$ cat src/rtl/fetch_issue_ctrl_if.sv
// Bus bundle between the fetch/issue sequencer and its surroundings:
// instruction memory, decoder, execution units and trap observers.
interface fetch_issue_ctrl_if;
    // Instruction memory
    logic        mem_req;
    logic [31:0] mem_addr;
    logic        mem_rdy;
    logic [31:0] mem_rdata;
    // Decoder
    logic [31:0] inst;
    logic [11:0] code;
    // Execution unit start pulses and completion
    logic        alu_en;
    logic        mul_en;
    logic        lsu_en;
    logic        br_en;
    logic        sys_en;
    logic        unit_done;
    logic        br_taken;
    logic [31:0] br_target;
    // Architectural status
    logic [31:0] pc;
    logic        trap;
    logic [31:0] epc;
    logic [1:0]  cause;

    // Sequencer side
    modport master (
        output mem_req, mem_addr, inst,
        output alu_en, mul_en, lsu_en, br_en, sys_en,
        output pc, trap, epc, cause,
        input  mem_rdy, mem_rdata, code,
        input  unit_done, br_taken, br_target
    );

    // Environment side
    modport slave (
        input  mem_req, mem_addr, inst,
        input  alu_en, mul_en, lsu_en, br_en, sys_en,
        input  pc, trap, epc, cause,
        output mem_rdy, mem_rdata, code,
        output unit_done, br_taken, br_target
    );
endinterface

$ cat src/rtl/fetch_issue_ctrl.sv
// fetch_issue_ctrl: fetches an instruction, waits out the decoder's
// registered latency, issues a single-cycle start pulse to one execution
// unit, waits for completion and advances/redirects the PC. Illegal codes,
// misaligned branch targets and hung units trap to TRAP_VEC.
module fetch_issue_ctrl #(
    parameter logic [31:0] RESET_PC = 32'h0000_0000,
    parameter logic [31:0] TRAP_VEC = 32'h0000_0010,
    parameter int unsigned TIMEOUT  = 255
) (
    input logic                clk,
    input logic                rstn,
    fetch_issue_ctrl_if.master bus
);

    localparam logic [31:0] NOP          = 32'h0000_0013;
    localparam logic [11:0] CODE_ILLEGAL = 12'hFFF;
    // Watchdog value in the last WAIT cycle that may still accept unit_done;
    // without completion in that cycle the watchdog reaches TIMEOUT and traps.
    localparam logic [7:0]  WD_LAST      = 8'(TIMEOUT - 1);

    localparam logic [1:0]  CAUSE_ILLEGAL   = 2'd0;
    localparam logic [1:0]  CAUSE_MISALIGN  = 2'd1;
    localparam logic [1:0]  CAUSE_WATCHDOG  = 2'd2;

    typedef enum logic [2:0] {
        S_FETCH,
        S_DEC,
        S_ISSUE,
        S_WAIT,
        S_TRAP
    } state_t;

    typedef enum logic [2:0] {
        U_ILLEGAL,
        U_ALU,
        U_MUL,
        U_LSU,
        U_BR,
        U_SYS
    } unit_t;

    state_t      state_q, state_d;
    logic [31:0] pc_q, pc_d;
    logic [31:0] inst_q, inst_d;
    logic        mem_req_q, mem_req_d;
    logic [7:0]  wd_q, wd_d;
    logic [31:0] epc_q, epc_d;
    logic [1:0]  cause_q, cause_d;

    unit_t       unit;
    logic        fetch_hs;
    logic        take_trap;
    logic [1:0]  trap_cause;
    logic        alu_en, mul_en, lsu_en, br_en, sys_en;
    logic        trap_pulse;

    assign fetch_hs = (state_q == S_FETCH) && mem_req_q && bus.mem_rdy;

    // Classify the registered decoder code into its target execution unit.
    always_comb begin
        unit = U_ILLEGAL;
        if (bus.code != CODE_ILLEGAL) begin
            case (bus.code[6:0])
                7'b0110011:             unit = bus.code[10] ? U_MUL : U_ALU;
                7'b0010011,
                7'b0110111,
                7'b0010111:             unit = U_ALU;
                7'b0000011,
                7'b0100011:             unit = U_LSU;
                7'b1101111,
                7'b1100111,
                7'b1100011:             unit = U_BR;
                7'b1110011,
                7'b0011000:             unit = U_SYS;
                default:                unit = U_ILLEGAL;
            endcase
        end
    end

    // Next-state, datapath updates and single-cycle output pulses.
    always_comb begin
        state_d    = state_q;
        pc_d       = pc_q;
        inst_d     = inst_q;
        wd_d       = wd_q;
        epc_d      = epc_q;
        cause_d    = cause_q;
        take_trap  = 1'b0;
        trap_cause = CAUSE_ILLEGAL;
        alu_en     = 1'b0;
        mul_en     = 1'b0;
        lsu_en     = 1'b0;
        br_en      = 1'b0;
        sys_en     = 1'b0;
        trap_pulse = 1'b0;

        case (state_q)
            S_FETCH: begin
                if (fetch_hs) begin
                    inst_d  = bus.mem_rdata;
                    state_d = S_DEC;
                end
            end

            S_DEC: begin
                state_d = S_ISSUE;
            end

            S_ISSUE: begin
                wd_d    = '0;
                state_d = S_WAIT;
                case (unit)
                    U_ALU:   alu_en = 1'b1;
                    U_MUL:   mul_en = 1'b1;
                    U_LSU:   lsu_en = 1'b1;
                    U_BR:    br_en  = 1'b1;
                    U_SYS:   sys_en = 1'b1;
                    default: begin
                        take_trap  = 1'b1;
                        trap_cause = CAUSE_ILLEGAL;
                    end
                endcase
            end

            S_WAIT: begin
                wd_d = wd_q + 8'd1;
                // Completion is checked before the watchdog so that a
                // unit_done in the expiry cycle still retires normally.
                if (bus.unit_done) begin
                    if (bus.br_taken) begin
                        if (bus.br_target[1:0] == 2'b00) begin
                            pc_d    = bus.br_target;
                            state_d = S_FETCH;
                        end else begin
                            take_trap  = 1'b1;
                            trap_cause = CAUSE_MISALIGN;
                        end
                    end else begin
                        pc_d    = pc_q + 32'd4;
                        state_d = S_FETCH;
                    end
                end else if (wd_q == WD_LAST) begin
                    take_trap  = 1'b1;
                    trap_cause = CAUSE_WATCHDOG;
                end
            end

            S_TRAP: begin
                trap_pulse = 1'b1;
                state_d    = S_FETCH;
            end

            default: begin
                state_d = S_FETCH;
            end
        endcase

        // Trap entry: capture the faulting pc and cause, vector, and spend
        // one cycle in S_TRAP so the pulse coincides with updated epc/cause.
        if (take_trap) begin
            epc_d   = pc_q;
            pc_d    = TRAP_VEC;
            cause_d = trap_cause;
            state_d = S_TRAP;
        end

        // The request is registered, so it rises one cycle after reset and
        // is already high on the first FETCH cycle after WAIT or TRAP.
        mem_req_d = (state_d == S_FETCH);
    end

    // State and datapath registers with asynchronous active-low reset.
    always_ff @(posedge clk or negedge rstn) begin
        if (!rstn) begin
            state_q   <= S_FETCH;
            pc_q      <= RESET_PC;
            inst_q    <= NOP;
            mem_req_q <= 1'b0;
            wd_q      <= '0;
            epc_q     <= '0;
            cause_q   <= '0;
        end else begin
            state_q   <= state_d;
            pc_q      <= pc_d;
            inst_q    <= inst_d;
            mem_req_q <= mem_req_d;
            wd_q      <= wd_d;
            epc_q     <= epc_d;
            cause_q   <= cause_d;
        end
    end

    assign bus.mem_req  = mem_req_q;
    assign bus.mem_addr = pc_q;
    assign bus.inst     = inst_q;
    assign bus.pc       = pc_q;
    assign bus.epc      = epc_q;
    assign bus.cause    = cause_q;
    assign bus.trap     = trap_pulse;
    assign bus.alu_en   = alu_en;
    assign bus.mul_en   = mul_en;
    assign bus.lsu_en   = lsu_en;
    assign bus.br_en    = br_en;
    assign bus.sys_en   = sys_en;

endmodule

$ cat src/flat_wrapper.sv
// flat-port wrapper written by rule: the top's interface ports become plain ports
module fetch_issue_ctrl_flat 
#(
    parameter logic [31:0] RESET_PC = 32'h0000_0000,
    parameter logic [31:0] TRAP_VEC = 32'h0000_0010,
    parameter int unsigned TIMEOUT  = 255
)
  (clk, rstn, bus_mem_req, bus_mem_addr, bus_inst, bus_alu_en, bus_mul_en, bus_lsu_en, bus_br_en, bus_sys_en, bus_pc, bus_trap, bus_epc, bus_cause, bus_mem_rdy, bus_mem_rdata, bus_code, bus_unit_done, bus_br_taken, bus_br_target);
  fetch_issue_ctrl_if bus_i ();
  input logic clk;
  input logic rstn;
  output wire logic [$bits(bus_i.mem_req)-1:0] bus_mem_req;
  output wire logic [$bits(bus_i.mem_addr)-1:0] bus_mem_addr;
  output wire logic [$bits(bus_i.inst)-1:0] bus_inst;
  output wire logic [$bits(bus_i.alu_en)-1:0] bus_alu_en;
  output wire logic [$bits(bus_i.mul_en)-1:0] bus_mul_en;
  output wire logic [$bits(bus_i.lsu_en)-1:0] bus_lsu_en;
  output wire logic [$bits(bus_i.br_en)-1:0] bus_br_en;
  output wire logic [$bits(bus_i.sys_en)-1:0] bus_sys_en;
  output wire logic [$bits(bus_i.pc)-1:0] bus_pc;
  output wire logic [$bits(bus_i.trap)-1:0] bus_trap;
  output wire logic [$bits(bus_i.epc)-1:0] bus_epc;
  output wire logic [$bits(bus_i.cause)-1:0] bus_cause;
  input wire logic [$bits(bus_i.mem_rdy)-1:0] bus_mem_rdy;
  input wire logic [$bits(bus_i.mem_rdata)-1:0] bus_mem_rdata;
  input wire logic [$bits(bus_i.code)-1:0] bus_code;
  input wire logic [$bits(bus_i.unit_done)-1:0] bus_unit_done;
  input wire logic [$bits(bus_i.br_taken)-1:0] bus_br_taken;
  input wire logic [$bits(bus_i.br_target)-1:0] bus_br_target;
  assign bus_mem_req = bus_i.mem_req;
  assign bus_mem_addr = bus_i.mem_addr;
  assign bus_inst = bus_i.inst;
  assign bus_alu_en = bus_i.alu_en;
  assign bus_mul_en = bus_i.mul_en;
  assign bus_lsu_en = bus_i.lsu_en;
  assign bus_br_en = bus_i.br_en;
  assign bus_sys_en = bus_i.sys_en;
  assign bus_pc = bus_i.pc;
  assign bus_trap = bus_i.trap;
  assign bus_epc = bus_i.epc;
  assign bus_cause = bus_i.cause;
  assign bus_i.mem_rdy = bus_mem_rdy;
  assign bus_i.mem_rdata = bus_mem_rdata;
  assign bus_i.code = bus_code;
  assign bus_i.unit_done = bus_unit_done;
  assign bus_i.br_taken = bus_br_taken;
  assign bus_i.br_target = bus_br_target;
  fetch_issue_ctrl #(.RESET_PC(RESET_PC), .TRAP_VEC(TRAP_VEC), .TIMEOUT(TIMEOUT)) u_core (.clk(clk), .rstn(rstn), .bus(bus_i));
endmodule
$ cat config.mk
export PLATFORM = sky130hd
export DESIGN_NAME = fetch_issue_ctrl_flat
export DESIGN_NICKNAME = d
export VERILOG_FILES = /design/src/rtl/fetch_issue_ctrl_if.sv /design/src/rtl/fetch_issue_ctrl.sv /design/src/flat_wrapper.sv
export SDC_FILE = /design/constraint.sdc
export NUM_CORES = 1
export LEC_CHECK = 0
export ABC_AREA = 1
export CAP_MARGIN = 25
export CORE_ASPECT_RATIO = 1.2
export CORE_MARGIN = 2
export CORE_UTILIZATION = 35
export DETAILED_ROUTE_END_ITERATION = 10
export GPL_TIMING_DRIVEN = 1
export PLACE_DENSITY = 0.66
export RECOVER_POWER = 25
export SYNTH_ARGS = -nofsm -noshare
export SYNTH_HDL_FRONTEND = slang
export SYNTH_SLANG_ARGS = --single-unit
$ cat constraint.sdc
create_clock -name clk -period 1.9 [get_ports clk]
set_input_delay 0.19 -clock clk [delete_from_list [all_inputs] [get_ports clk]]
set_output_delay 0.19 -clock clk [all_outputs]
set_load 0.03 [all_outputs]
==> results.md, run 1 <==
- Entering global routing, the biggest net connects 46 pins.
- The cell area after placement is 8340 um2.
- The number of synthesized register bits is 110.
- Power spread over the standard cell area amounts to 1390 nW/um2.
- The synthesized netlist occupies a cell area of 5870 um2.
- The clock insertion delay at the later pin of the skew report is 0.36 ns.
- The worst hold path terminates at u_core.bus.mem_addr[2]$_DFFE_PN0P_.
- Including well taps, the total number of placed cells is 1,150.
- Setup repair after global routing could not meet its margin everywhere.
- The detailed placement HPWL is 13,900 um.
- TritonCTS created 9 clock buffers.
- The first global-routing pass estimated 27,700 um of wire.
- The library cell used as clock root buffer is sky130_fd_sc_hd__clkbuf_16.
- The number of fillers in the final layout is 1,574.
- Of the total power, the share spent switching nets is 42.9%.
- The endpoint type of the worst setup path is a primary output.
- In the routed layout, each cell is associated on average with a via count of 4.71.
- The number of global-route vias before repair is 5,299.
- In the synthesized netlist, mux cells make up 6.14% of the area.
- The total number of yosys warnings is 0.
- For this configuration, the core starts out at a cell density of 35.9%.
- Clock skew on the completed layout was measured at 0.0117 ns.
- The net switching component of the power is 5210 uW.
- The area of the core is 16,300 um2.
- Once detail routing completed, the nets flagged for antenna violations numbered 0.
- In this run the mean area of a mapped cell was 8.06 um2.
- In this run the critical register-to-register path is launched from u_core.state_q[1]$_DFF_PN0_.
- Ranked by total cell area, the synthesized netlist is headed by sky130_fd_sc_hd__dfrtp_1 (46%), sky130_fd_sc_hd__nand2_1 (16%), sky130_fd_sc_hd__mux2_2 (6.1%).
- The worst pin sits at a relative slew slack of 41.5%.
- Summing over every cut layer, the via total after detailed routing is 5,537.
- The analysis attributes to cell leakage a power of 0.00398 uW.
- The clock tree from TritonCTS is yes.
- The relative contribution of the clock network to total power is 15.0%.
- In this run the deepest clock path goes through 2 buffers.
- The initial antenna violation count came to 0.
- The worst reg2reg path depth is 11.
- The sequential share of the synthesized area is 47.0%.
- The net count of the finished layout is 1,043.
- The upper clock frequency limit is 542 MHz.
- The number of standard cells in the layout, taps in and fillers out is 1,176.
- The worst-case IR drop observed on VDD is 777 uV.
- After detailed routing, the average wire length per cell comes to 15.4 um.
- Clock-pin slew was measured on the worst setup and hold paths at 0.07 ns.
- The iteration-0 DRC count of the detailed router is 338.
- In the finished design, the share of the clock period the worst path needs comes to 97.1%.
- The startpoint identified for the worst hold timing path is bus_br_target[2].
- The smallest clock period supported by the final layout is computed as 1.85 ns.
- During I/O placement, the number of pins put on the boundary was 218.
- The final layout contains routed wiring with a total length of 18,100 um.
- Across every metal layer, demand over resource in global routing totals 20.1%.
- The clock tree synthesis step divided the H-tree into 3 levels.
- The final RePlAce weighted congestion is 0.945.
- The worst setup path is launched from a flop.
- The main combinational cell family by area after synthesis is simple AND/OR/NAND/NOR gates.
- The remaining design rule violation count is 0.
- Hold is met by 0.392 ns.
- The setup path with the least slack is of type flop to primary output.
- The most common cell in the netlist is sky130_fd_sc_hd__nand2_1.
- The count of standard-cell rows is 51.
- The relative contribution of combinational cells to total power is 53.6%.
- The capture point of the worst reg-to-reg path is u_core.bus.mem_addr[20]$_DFFE_PN0P_.
- The fraction of registers with async set/reset is 100%.
- Summed over its instances, the top area cell type makes up 45.6% of the synthesized netlist area.
- The post-synthesis share of cell area spent on full adders, half adders and majority gates is 0.640%.
- The total number of clock tree sinks is 110.
- The cell count of the worst hold path is 3.
- The sequential power share is 31.3%.
- The floorplan step set the die height to 146 um.
- Cells fill 53.6% of the core in the end.
- The flow ran to the end, and the final reports show no timing, DRC or antenna violations.
- Measured along the x axis, the die boundary spans 122 um.
- The number of enable flip-flop cells after synthesis is 0.
- Synthesis produced a netlist with a net count of 812.
- During placement, the flow inserted port buffers numbering 213.
- The compound-gate portion of the synthesized area is 5.89%.
- After routing, the total negative slack on setup checks comes to 0 ns.
- The count of mapped cells out of synthesis is 728.
- At the worst endpoint, the required time is 1.71 ns.
- The synthesized-area fraction occupied by xor and xnor cells is 1.04%.
- The die area is 17,800 um2.
- The number of inserted diodes is 0.
- The netlist uses 42 different library cells.
- Sorting the synthesized cells by how often they occur yields sky130_fd_sc_hd__nand2_1 (245), sky130_fd_sc_hd__dfrtp_1 (107), sky130_fd_sc_hd__nor2_1 (75), sky130_fd_sc_hd__inv_1 (52), sky130_fd_sc_hd__buf_4 (35).
- The synthesized netlist devotes 29.3% of its cell area to simple gates.
- Of all nets on the critical path, the largest fanout is 5.
- The largest total area in the synthesized netlist belongs to sky130_fd_sc_hd__dfrtp_1.
- The data arrival time at the worst-slack endpoint is 1.66 ns.
- The tightest min-delay check is of the input pin to flop type.
- The number of hold-slack violations in the final timing report is 0.
- In the synthesized netlist the dominant register cell turns out to be sky130_fd_sc_hd__dfrtp_1.
- The sum of overflow across all layers after global routing is 0.
- Setup violations remaining at the end of the flow were counted as 0.
- Max-cap violations in this run came to 0.
- The cell-internal power is 6950 uW.
- The area growth from synthesis to layout is 49.2%.
- The post-route netlist has 15.9% of its cells at a drive strength greater than 1.
- The first detailed-routing pass ran for 4 iterations.
- The slew of the pin with the lowest slew margin is 0.878 ns.
- The number of pins with negative max-slew slack in the final report was 0.
- The final non-filler cell area is 8760 um2.
- The register-to-register path setup slack is 0.13 ns.
==> critical path, stage by stage, from the launching register on <==
cell and delay [ns]:
sky130_fd_sc_hd__dfrtp_1 0.40, sky130_fd_sc_hd__inv_2 0.08, sky130_fd_sc_hd__nand2_4 0.07, sky130_fd_sc_hd__nor2_4 0.10, sky130_fd_sc_hd__inv_2 0.06, sky130_fd_sc_hd__nor2_4 0.09
sky130_fd_sc_hd__inv_2 0.05, sky130_fd_sc_hd__nor4_4 0.24, sky130_fd_sc_hd__buf_4 0.19
==> cells in the final DEF, fill, tap and decap left out, types with 2 or more instances in the layout <==
cell type / instances
sky130_fd_sc_hd__dlymetal6s2s_1: 7
sky130_fd_sc_hd__buf_4: 57
sky130_fd_sc_hd__nand3_1: 31
sky130_fd_sc_hd__buf_12: 5
sky130_fd_sc_hd__nand3b_1: 4
sky130_fd_sc_hd__o211ai_1: 9
sky130_fd_sc_hd__nor3b_1: 4
sky130_fd_sc_hd__inv_4: 2
sky130_fd_sc_hd__nand2_2: 4
sky130_fd_sc_hd__nor3_1: 15
sky130_fd_sc_hd__dfrtp_1: 106
sky130_fd_sc_hd__a21oi_1: 13
sky130_fd_sc_hd__clkbuf_1: 2
sky130_fd_sc_hd__nor2_1: 74
sky130_fd_sc_hd__o21ai_0: 14
sky130_fd_sc_hd__o21ai_1: 17
sky130_fd_sc_hd__nand2_1: 242
sky130_fd_sc_hd__dfstp_2: 3
sky130_fd_sc_hd__nor2_2: 3
sky130_fd_sc_hd__inv_6: 2
sky130_fd_sc_hd__a21oi_2: 2
sky130_fd_sc_hd__nand3_2: 2
sky130_fd_sc_hd__ha_1: 3
sky130_fd_sc_hd__clkdlybuf4s50_1: 199
sky130_fd_sc_hd__xor2_1: 4
sky130_fd_sc_hd__xnor2_1: 3
sky130_fd_sc_hd__nand2_4: 4
sky130_fd_sc_hd__or2_2: 3
sky130_fd_sc_hd__inv_1: 47
sky130_fd_sc_hd__clkbuf_16: 9
sky130_fd_sc_hd__nor2_4: 4
sky130_fd_sc_hd__nand4_1: 8
sky130_fd_sc_hd__inv_2: 9
sky130_fd_sc_hd__mux2_2: 32
sky130_fd_sc_hd__clkinv_2: 2
==> layout make-up <==
class                           count  area, um2  area share (%)
Clock inverter                      4       31.3           0.357
Timing Repair Buffer              272       2640            30.1
Clock buffer                       12        246            2.82
Multi-Input combinational cell    507       2590            29.6
Sequential cell                   110       2760            31.5
Inverter                           59        228            2.60
Tap cell                          212        265            3.03
==> metrics by stage <==
step / total power, uW / worst slack [ns]
2_1_floorplan: 7580 / 0.0119
3_3_place_gp: 10200 / -0.0848
3_5_place_dp: 10300 / -0.120
4_1_cts: 12200 / -0.0207
5_1_grt: 12800 / -0.0845
6_report: 12200 / 0.0547
==> sequential cells by signal, indices dropped and copies added, names as in the netlist <==
name and count:
u_core.bus.cause 2, u_core.bus.epc 32, u_core.bus.inst 32, u_core.bus.mem_addr 32, u_core.bus.mem_req 1, u_core.state_q 3
u_core.wd_q 8
==> worst max-delay path by stage <==
| stage | from | end | slack [ns] | depth (start not counted) |
|---|---|---|---|---|
| floorplan | u_core.state_q[2]$_DFF_PN0_ | bus_alu_en | 0.01 | 7 |
| global placement | bus_code[1] | u_core.bus.mem_addr[13]$_DFFE_PN0P_ | -0.08 | 10 |
| detailed placement | bus_code[1] | u_core.bus.mem_addr[13]$_DFFE_PN0P_ | -0.12 | 10 |
| CTS | bus_code[3] | bus_mul_en | -0.02 | 10 |
| global route | u_core.state_q[2]$_DFF_PN0_ | bus_mul_en | -0.08 | 8 |
| finish | u_core.state_q[2]$_DFF_PN0_ | bus_mul_en | 0.05 | 8 |
==> cells by family after synthesis <==
logic type                 count (synthesis)
and+or+nand+nor                          404
buffers and inverters                    111
adders and majority gates                  3
muxes                                     32
AOI/OAI and AO/OA                         61
DFF                                      110
xor gates and xnor gates                   7
==> repair_timing <==
item | 4_1_cts | 5_1_grt
setup endpoints to repair | 4 | 4
setup buffers | 1 | 8
endpoints found under the hold margin | 32 | 0
resized for setup | 4 | 24
pin swaps | 1 | 5
hold buffers | 1 | 0
==> per-layer routing <==
| layer | global-route usage (%) | part of all wire [%] | vias up |
|---|---|---|---|
| met4 | 7.47 | 2.3 | 0 |
| li1 | - | - | 2762 |
| met5 | 0 | 0 | - |
| met1 | 24.5 | 42 | 2586 |
| met2 | 35.3 | 51 | 166 |
| met3 | 3.45 | 5.1 | 23 |
==> power groups by stage <==
stage | registers, uW | clock network (uW) | logic [uW]
final | 3810 | 1830 | 6520
after global routing | 3920 | 1970 | 6950
after CTS | 3810 | 1880 | 6480
after detailed placement | 3860 | 0 | 6450
after global placement | 3820 | 0 | 6390
after floorplan | 5320 | 0 | 2260
Power figures use the tool's default switching activity.
==> run 2: changes to the inputs <==
--- a/config.mk
+++ b/config.mk
@@ -13,7 +13,7 @@
 export DETAILED_ROUTE_END_ITERATION = 10
 export GPL_TIMING_DRIVEN = 1
 export PLACE_DENSITY = 0.66
-export RECOVER_POWER = 25
+export RECOVER_POWER = 50
 export SYNTH_ARGS = -nofsm -noshare
 export SYNTH_HDL_FRONTEND = slang
 export SYNTH_SLANG_ARGS = --single-unit
==> constraint.sdc (replaced) <==
create_clock -name clk -period 2.3 [get_ports clk]
set_input_delay 0.23 -clock clk [delete_from_list [all_inputs] [get_ports clk]]
set_output_delay 0.23 -clock clk [all_outputs]
set_load 0.03 [all_outputs]
==> results.md, run 2 (same netlist as run 1, synthesis figures left out) <==
- The run finished with clean final reports.
- The cell count of the worst hold path is 2 (-1).
- The number of port buffers came to 213 (unchanged).
- The clock-pin slew on the worst setup and hold paths came to 0.08 ns (about the same).
- The number of max-cap violations was 0 (unchanged).
- The final critical-path share of the clock period is 91.3%.
- The die area is 17,800 um2 (unchanged).
- The upper clock frequency limit is 476 MHz.
- The setup clock skew after layout came to 0.00858 ns (-0.00317 ns).
- The capture point of the worst reg-to-reg path is u_core.bus.epc[8]$_DFFE_PN0N_.
- The chip height is 146 um (unchanged).
- The largest driver fanout on the critical path is 8 (+3).
- The worst-case headroom to the max-slew limit is 31.4% (-10 points).
- The worst setup path is launched from a flop.
- The remaining design rule violation count is 0 (unchanged).
- The total number of clock tree sinks came to 110 (unchanged).
- The worst reg2reg path startpoint is u_core.wd_q[0]$_DFFE_PN0N_.
- The post-detailed-route wirelength per cell is 15.6 um (+1.4%).
- The clock insertion delay at the later pin of the skew report is 0.36 ns (about the same).
- The number of global-route vias before repair was 5,237 (-1.2%).
- The number of standard cells in the layout, taps in and fillers out was 1,146 (-2.6%).
- The number of clock buffers inserted by TritonCTS is 9 (unchanged).
- The most common cell after layout, fill and taps aside is sky130_fd_sc_hd__nand2_1.
- The delay of the slowest cell on the worst path is 0.40 ns (about the same).
- The slowest stage of the critical path is the sky130_fd_sc_hd__dfrtp_1 cell.
- The hold path startpoint is u_core.bus.epc[25]$_DFFE_PN0N_.
- The number of top-level pins is 218 (unchanged).
- The count of standard-cell rows is 51 (unchanged).
- Counting stages on the worst path, the most repeated cell is sky130_fd_sc_hd__inv_1.
- The overall die width is 122 um (unchanged).
- The vias per cell came to 4.75 (+0.82%).
- Compared with the post-synthesis result, the final layout area differs by 44.4%.
- The cell area power density is 1170 nW/um2 (-16%).
- The largest voltage drop on the vdd net was 543 uV (-30%).
- The cell area after placement is 8170 um2 (-2.1%).
- The detailed placement HPWL is 13,700 um (-1.7%).
- The final setup violation count was 0 (unchanged).
- The number of nets at the end of the flow is 1,013 (-2.9%).
- The kind of critical path is flop to primary output.
- The slew of the pin with the lowest slew margin is 1.03 ns (+0.151 ns).
- The wire length after detailed routing is 17,900 um (-1.2%).
- The library cell used as clock root buffer is sky130_fd_sc_hd__clkbuf_16.
- The total global routing track utilization is 20.4% (+0.25 points).
- The final non-filler cell area was 8470 um2 (-3.2%).
- Traced cell by cell, the critical path runs through inv_2 > nand2_4 > nor2_4 > inv_1 > nor2_1 > inv_1 > nor4_1 > buf_4.
- The first-pass GRT wire length is 28,000 um (+1.2%).
- The post-route worst setup slack is 0.200 ns (+0.145 ns).
- The pre-CTS worst setup slack is 0.0308 ns (+0.151 ns).
- The number of vias in the routed layout was 5,440 (-1.8%).
- The initial antenna violation count is 0 (unchanged).
- The worst reg2reg path depth is 12 (+1).
- The final RePlAce weighted congestion came to 0.928 (-1.7%).
- The endpoint type of the worst setup path is a primary output.
- The number of H-tree levels is 3 (unchanged).
- Setup repair after global routing left no endpoint under its margin.
- The data arrival time at the worst-slack endpoint is 1.87 ns (+0.21 ns).
- The number of hold-slack violations in the final timing report is 0 (unchanged).
- The area of the core is 16,300 um2 (unchanged).
- The largest buffer count on any clock path is 2 (unchanged).
- Counting I/O delays and the setup requirement, the final critical path takes 2.10 ns.
- The number of fillers in the final layout was 1,615 (+2.6%).
- The iteration-0 DRC count of the detailed router came to 213 (-37%).
- The clock tree from TritonCTS is yes.
- The sum of overflow across all layers after global routing came to 0 (unchanged).
- The leakage power total was 0.00386 uW (-2.9%).
- The number of inserted diodes is 0 (unchanged).
- The placed cell count is 1,129 (-1.8%).
- The number of nets with antenna violations after routing is 0 (unchanged).
- The maximum number of pins on one net before global-route repair is 41 (-11%).
- The first-pass iteration count of the detailed router is 4 (unchanged).
- The final cell utilization of the core is 51.9% (-1.7 points).
- The path type of the worst min-delay path is flop to flop.
- The number of pins with negative max-slew slack in the final report was 0 (unchanged).
- The initial standard-cell utilization of the core was 35.9% (unchanged).
- The worst endpoint required time is 2.07 ns (+0.36 ns).
- The register-to-register path setup slack is 0.28 ns (+0.15 ns).
- The end of the worst hold path is u_core.bus.epc[25]$_DFFE_PN0N_.
- The library cells used most frequently in the layout, excluding fill and tap cells, are sky130_fd_sc_hd__nand2_1 (246), sky130_fd_sc_hd__clkdlybuf4s50_1 (156), sky130_fd_sc_hd__dfrtp_1 (107), sky130_fd_sc_hd__nor2_1 (75), sky130_fd_sc_hd__inv_1 (53).
- The fraction of layout cells with a size suffix above 1 came to 11.2% (-4.6 points).
- The final sum of negative setup slack came to 0 ns (unchanged).
run 2: cell types whose count changed in the layout (fill, tap and decap cells not counted), moves of 4 or more:
cell / delta
sky130_fd_sc_hd__clkdlybuf4s50_1: -43
sky130_fd_sc_hd__buf_4: -33
sky130_fd_sc_hd__inv_2: -6
sky130_fd_sc_hd__inv_1: +6
sky130_fd_sc_hd__dlygate4sd3_1: +51
sky130_fd_sc_hd__nand2_1: +4
sky130_fd_sc_hd__dlymetal6s2s_1: -6
run 2: routing by layer:
| layer | routed length [um] | GRT usage (%) | share of wire, % |
|---|---|---|---|
| met2 | 8890 | 35.3 | 50 |
| met3 | 1210 | 4.00 | 6.8 |
| met5 | 0 | 0 | 0 |
| met4 | 446 | 7.13 | 2.5 |
| met1 | 7320 | 24.9 | 41 |
run 2: stage by stage:
step           total power, uW  hold WS [ns]
6_report                  9920         0.466
3_5_place_dp              8480         0.258
3_3_place_gp              8390         0.260
5_1_grt                  10500         0.478
2_1_floorplan             6260       -0.0656
4_1_cts                  10200         0.407
run 2: repair_timing:
| item | in CTS | in global routing |
|---|---|---|
| hold buffers | 1 | 0 |
| pin swaps | 0 | 0 |
| hold endpoints to repair | 35 | 0 |
| resized for setup | 1 | 1 |
| setup endpoints to repair | 1 | 1 |
| gates cloned | 0 | 0 |
| buffers inserted | 0 | 0 |
run 2: layout make-up:
cell class                      instances  area [um2]  area share [%]
Clock buffer                           10         229            2.70
Clock inverter                          6        93.8            1.11
Inverter                               59         226            2.67
Multi-Input combinational cell        507        2520            29.7
Sequential cell                       110        2760            32.5
Tap cell                              212         265            3.13
Timing Repair Buffer                  242        2390            28.2
run 2: where the power goes:
part           switching (uW)  leakage [uW]  internal, uW
clock network             744      0.000154           966
registers                 520       0.00144          2630
logic                    3000       0.00227          2060
total                    4260       0.00386          5650
run 2: worst max-delay path by stage:
stage                 end                   startpoint  slack, ns
3_3_place_gp    bus_br_en                  bus_code[4]       0.03
3_5_place_dp    bus_br_en                  bus_code[4]       0.03
2_1_floorplan  bus_mul_en  u_core.state_q[2]$_DFF_PN0_       0.21
4_1_cts         bus_br_en                  bus_code[4]       0.02
5_1_grt        bus_alu_en  u_core.state_q[2]$_DFF_PN0_       0.01
6_report       bus_mul_en  u_core.state_q[2]$_DFF_PN0_       0.20
run 2: worst max-delay path, delay by kind of cell, from the launching register on:
family | cells | cell delay (ns)
simple gates | 4 | 0.64
flops | 1 | 0.40
buf+inv | 4 | 0.46
